==> src/rtl/aes_word_serializer_ctrl.sv <==
// Load/shift sequencer for the AES-128 128-to-32 output shift register.
// Accepts one block per upstream handshake and delivers it as WORDS words downstream.
module aes_word_serializer_ctrl #(
    parameter int WORDS = 4,
    parameter int CNT_W = 16
) (
    input  logic             clk,
    input  logic             reset,
    input  logic             blk_valid,
    output logic             blk_ready,
    input  logic             flush,
    output logic             sr_load,
    output logic             sr_shift,
    output logic             word_valid,
    input  logic             word_ready,
    output logic             word_last,
    output logic [1:0]       word_idx,
    output logic             busy,
    output logic [CNT_W-1:0] blk_count
);

    typedef enum logic {IDLE, SEND} state_t;

    localparam logic [1:0] LAST_IDX = 2'(WORDS - 1);

    state_t     state, state_nxt;
    logic [1:0] idx, idx_nxt;
    logic       cnt_inc;

    // NOTE: state registers use non-blocking assignments so every flop samples
    // pre-edge values; all three are reset so no block survives a reset.
    always_ff @(posedge clk or posedge reset) begin
        if (reset) begin
            state     <= IDLE;
            idx       <= 2'd0;
            blk_count <= '0;
        end else begin
            state <= state_nxt;
            idx   <= idx_nxt;
            if (cnt_inc)
                blk_count <= blk_count + CNT_W'(1);
        end
    end

    // NOTE: every output and next-state term gets a default first so no path
    // through the case can leave a signal unassigned and infer a latch.
    always_comb begin
        state_nxt  = state;
        idx_nxt    = idx;
        cnt_inc    = 1'b0;
        blk_ready  = 1'b0;
        sr_load    = 1'b0;
        sr_shift   = 1'b0;
        word_valid = 1'b0;
        word_last  = 1'b0;
        word_idx   = 2'd0;
        busy       = 1'b0;

        case (state)
            IDLE: begin
                // Held low while reset is asserted so nothing is offered a load.
                blk_ready = !flush && !reset;
                if (blk_valid && blk_ready) begin
                    sr_load   = 1'b1;
                    idx_nxt   = 2'd0;
                    state_nxt = SEND;
                end
            end
            SEND: begin
                busy       = 1'b1;
                word_idx   = idx;
                word_last  = (idx == LAST_IDX);
                word_valid = !flush;
                // Overlap the next load with acceptance of the final word.
                blk_ready  = word_last && word_ready && !flush;
                if (word_valid && word_ready) begin
                    if (!word_last) begin
                        sr_shift = 1'b1;
                        idx_nxt  = idx + 2'd1;
                    end else begin
                        cnt_inc = 1'b1;
                        idx_nxt = 2'd0;
                        if (blk_valid)
                            sr_load = 1'b1;
                        else
                            state_nxt = IDLE;
                    end
                end
            end
            default: state_nxt = IDLE;
        endcase

        if (flush) begin
            state_nxt = IDLE;
            idx_nxt   = 2'd0;
        end
    end

endmodule

==> config.mk <==
export PLATFORM = sky130hd
export DESIGN_NAME = aes_word_serializer_ctrl
export DESIGN_NICKNAME = d
export VERILOG_FILES = /design/src/rtl/aes_word_serializer_ctrl.sv
export SDC_FILE = /design/constraint.sdc
export NUM_CORES = 1
export LEC_CHECK = 0
export ABC_AREA = 1
export CORE_MARGIN = 2
export CORE_UTILIZATION = 50
export CTS_CLUSTER_SIZE = 30
export DETAILED_ROUTE_END_ITERATION = 8
export HOLD_SLACK_MARGIN = 0.12
export PLACE_DENSITY = 0.8
export SLEW_MARGIN = 20
export SYNTH_ARGS = -nofsm -noshare
export SYNTH_HDL_FRONTEND = slang
export SYNTH_SLANG_ARGS = --single-unit
==> constraint.sdc <==
create_clock -name clk -period 2.4 [get_ports clk]
set_clock_uncertainty 0.1 [all_clocks]
set_input_delay 0.36 -clock clk [delete_from_list [all_inputs] [get_ports clk]]
set_output_delay 0.36 -clock clk [all_outputs]
set_load 0.05 [all_outputs]
# Yosys cells after proc, flatten, opt, wreduce, memory -nomap -nowiden
# Index checks and enable logic that the tools add are counted.
# totals
word_cells	42
output_inout_bits	24
in_bits	5
reg_bits	19
# op_classes
bitwise	1
n_eq_ne	3
add_sub_neg	2
n_mux	25
reduce_logical	8
# op_table
cell	count
$add 16x1->16 const B	1
$mux 1	16
$mux 2	5
$pmux 1 s2	3
$logic_and 1x1->1	5
$pmux 2 s2	1
$ne 3x2->1 const B	1
$ne 3x3->1 const B	1
$add 2x1->2 const B	1
$eq 2x2->1 const B	1
$logic_not 1->1	2
$reduce_and 2->1	1
$not 1->1	1

# Logic depth before layout (Yosys ltp)
# depth
word_depth	6
ltp_mapped	8
depth_no_buf	8

# Worst setup path before layout
# OpenSTA, ideal clock, no wires.
# synth_path
kind	reg-to-output
start	reg state
end	out sr_load
path_buffers	2
arrival_ns	2.024
path_stages_with_launch	7
t_required_ns	1.940
path_slack_ns	-0.084
path_cell_list	dfrtp_1 buf_4 nand2_4 nor2_8 buf_12 inv_1 a21oi_1
# synth_via
elab_chain_len	2
# synth_lines
item	line	rtl
start, declared	26	state_t state, state_nxt;
start signal, assigned	38	state <= state_nxt;
$not 1->1	n/a	
$pmux 1 s2 (*)	59	case (state)
end, declared	12	output logic sr_load,
# Mark *: on every way between the ends. The rest lies on a longest branch, timed or not.

# Worst setup path after layout
# layout_path
start	reg state
end	out word_idx[0]
# layout_via
elab_chain_len	1
# layout_lines
item	line	rtl
$mux 2	59	
end, declared	17	output logic [1:0] word_idx,
# Every way passes these cells.

==> flow_summary.toml <==
[synthesis]
yosys_most_used_dff = "dfrtp_1"
synth_cell_types = 24
synth_nets = 168
synth_area_sq_um = 1190
synth_area_leaders = "dfrtp_1, nand2_1, inv_1"
netlist_top_cells_count = "nand2_1, inv_1, dfrtp_1"
avgSynthCellArea_sq_um = 7.47
synth_top_area_cell = "dfrtp_1"
ys_ff_latch = 19
async_reset_ff_frac = 1.00
ys_seq_area_frac = 0.398
synth_cells = 160
yosysMostFrequentCell = "nand2_1"
synth_top_area_frac = 0.398
ys_warn_count = 0
synth_edf_count = 0

[setup_path]
crit_required_ns = 1.94
arrival_ns = 1.80
critical_path_class = "flop to output port"
endpoint_kind = "output port"
critPathLaunchType = "flop"
critPathMaxFanout = 9

[pwr]
seqPwrFrac = 0.572
powerDensity_nw_per_um2 = 367
leakagePower_uw = 0.000799
comb_power_share = 0.132
p_clk_frac = 0.297
p_total_uw = 578
ir_drop_uv = 276
switchingPower_uw = 163
p_sw_frac = 0.283
internal_power_uw = 415

[sta]
setup_ws_ns = 0.141
hold_viol = 0
finalCriticalPeriod_ns = 2.26
setup_tns_ns = 0
setup_viol = 0
rsz0062_at_grt = "no"
worst_pin_slew_ns = 0.514
relSlewSlack = 0.657
post-route-period-util = 0.941
slew_viol_final = 0
max_freq_mhz = 443

[clocking]
h-tree-depth = 1
worstSkewPairLatency_ns = 0.30
clkTransAtPathRegs_ns = 0.12
clockBufferDepth = 2
cts_sinks = 19
cts-root-buf = "clkbuf_4"
numCtsBuffers = 3
tritoncts = "yes"
holdBufCountCts = 0

[floorplan]
floorplan.initialDensity = 0.535
die_h_um = 52.9
core_region_area_sq_um = 2230
die-width_um = 52.9
rows = 17
ios = 29
dieArea_sq_um = 2800

[routing]
vias = 1078
ant_nets = 0
route.detailed.drc = 0
wl_per_cell_um = 11.6
viasPerCell = 4.90
wirelength_um = 2560
drt-initial-drc-count = 16
drtPass1Iterations = 4

[final_layout]
nNetsFinal = 201
utilization = 0.706
diodes = 0
fin_cells = 220
drive_above_1_share = 0.115
syn_to_final_growth_pct = 31.9

[placement]
port-buffer-count = 28
dpl_worst_slack_ns = 0.341
dpl.hpwl_um = 2000
placedCellCount = 216
place.gp.congestion = 0.797

[global_route]
grt_pass1_wl_um = 4330
first_global_vias = 1023
grt_max_degree = 21
antenna_found_initial = 0
grt_use_total = 0.216
grt_overflow = 0

[outcome]
status = "finished, final reports clean"

[job]
maxCapViolCount = 0

[hold_path]
hp-class = "input port to async pin"
-- path summary, 6_finish.rpt --
path	startpoint	endpoint	slack (ns)	cells after the start
worst min register to register	blk_count[0]	blk_count[0]	0.43	1
worst max register to register	idx[0]	blk_count[9]	0.72	7
worst min-delay path	reset	idx[1]	0.32	3
max in group asynchronous	reset	blk_count[2]	1.67	3
min in group clk	blk_count[0]	blk_count[0]	0.43	1
worst max-delay path	state	word_idx[0]	0.14	3
-- kinds of logic after synthesis --
family,count (synthesis),synth area share
fa+ha+maj,3,0.0314
simple gates,94,0.368
buf+inv,29,0.108
compound gates,9,0.0513
xor+xnor,6,0.0440
flops,19,0.398
-- power groups by stage --
stage	Clock [uW]	Combinational (uW)	Sequential, uW
5_1_grt	194	80.8	331
2_1_floorplan	0	38.1	341
3_5_place_dp	0	76.8	337
6_report	172	76.2	331
3_3_place_gp	0	75.7	336
4_1_cts	180	77.0	330
-- registers in the layout (all words and copies together), names as in the netlist --
name and cells:
blk_count 16, state 1, idx 2
-- layout by cell type (no fill, tap or decap), drive strengths merged, types with 3 or more instances in the layout --
cell type / netlist / routed
clkbuf: 0 / 3
nand3: 9 / 9
o21bai: 5 / 5
xnor2: 4 / 4
ha: 3 / 3
nand4: 5 / 5
buf: 2 / 6
dfrtp: 19 / 19
nand2: 58 / 58
nor2: 19 / 19
o21ai: 3 / 3
clkdlybuf4s50: 0 / 23
inv: 27 / 27
-- final cells by class --
type / count / area, sq um
Fill cell: 185 / 657
Multi-Input combinational cell: 112 / 599
Sequential cell: 19 / 475
Timing Repair Buffer: 30 / 338
Inverter: 27 / 101
Tap cell: 28 / 35.0
Clock buffer: 3 / 22.5
Clock inverter: 1 / 5.00
-- critical path, stage by stage, from the launching register on --
cell and delay [ns]:
dfrtp_1 0.55, nand2_1 0.09, inv_1 0.07, clkdlybuf4s50_1 0.79
-- per-layer routing --
layer | routed length [um] | share of wire | vias to the layer above | GRT usage
li1 | - | - | 553 | -
met2 | 1240 | 0.48 | 27 | 0.358
met3 | 82 | 0.032 | 6 | 0.0282
met5 | 0 | 0 | - | 0
met1 | 1160 | 0.45 | 492 | 0.259
met4 | 80 | 0.031 | 0 | 0.141
-- stage by stage --
| stage | hold slack (ns) | area [sq um] |
|---|---|---|
| global route | 0.331 | 1580 |
| finish | 0.317 | 1580 |
| floorplan | 0.228 | 1200 |
| CTS | 0.315 | 1570 |
| global placement | 0.408 | 1550 |
| detailed placement | 0.413 | 1550 |
-- repair_timing --
| action | CTS | global route |
|---|---|---|
| endpoints found under the setup margin | 0 | 1 |
| gates resized for setup | 0 | 1 |
| buffers inserted | 0 | 0 |
No activity file was read; power rests on OpenSTA's default activity.
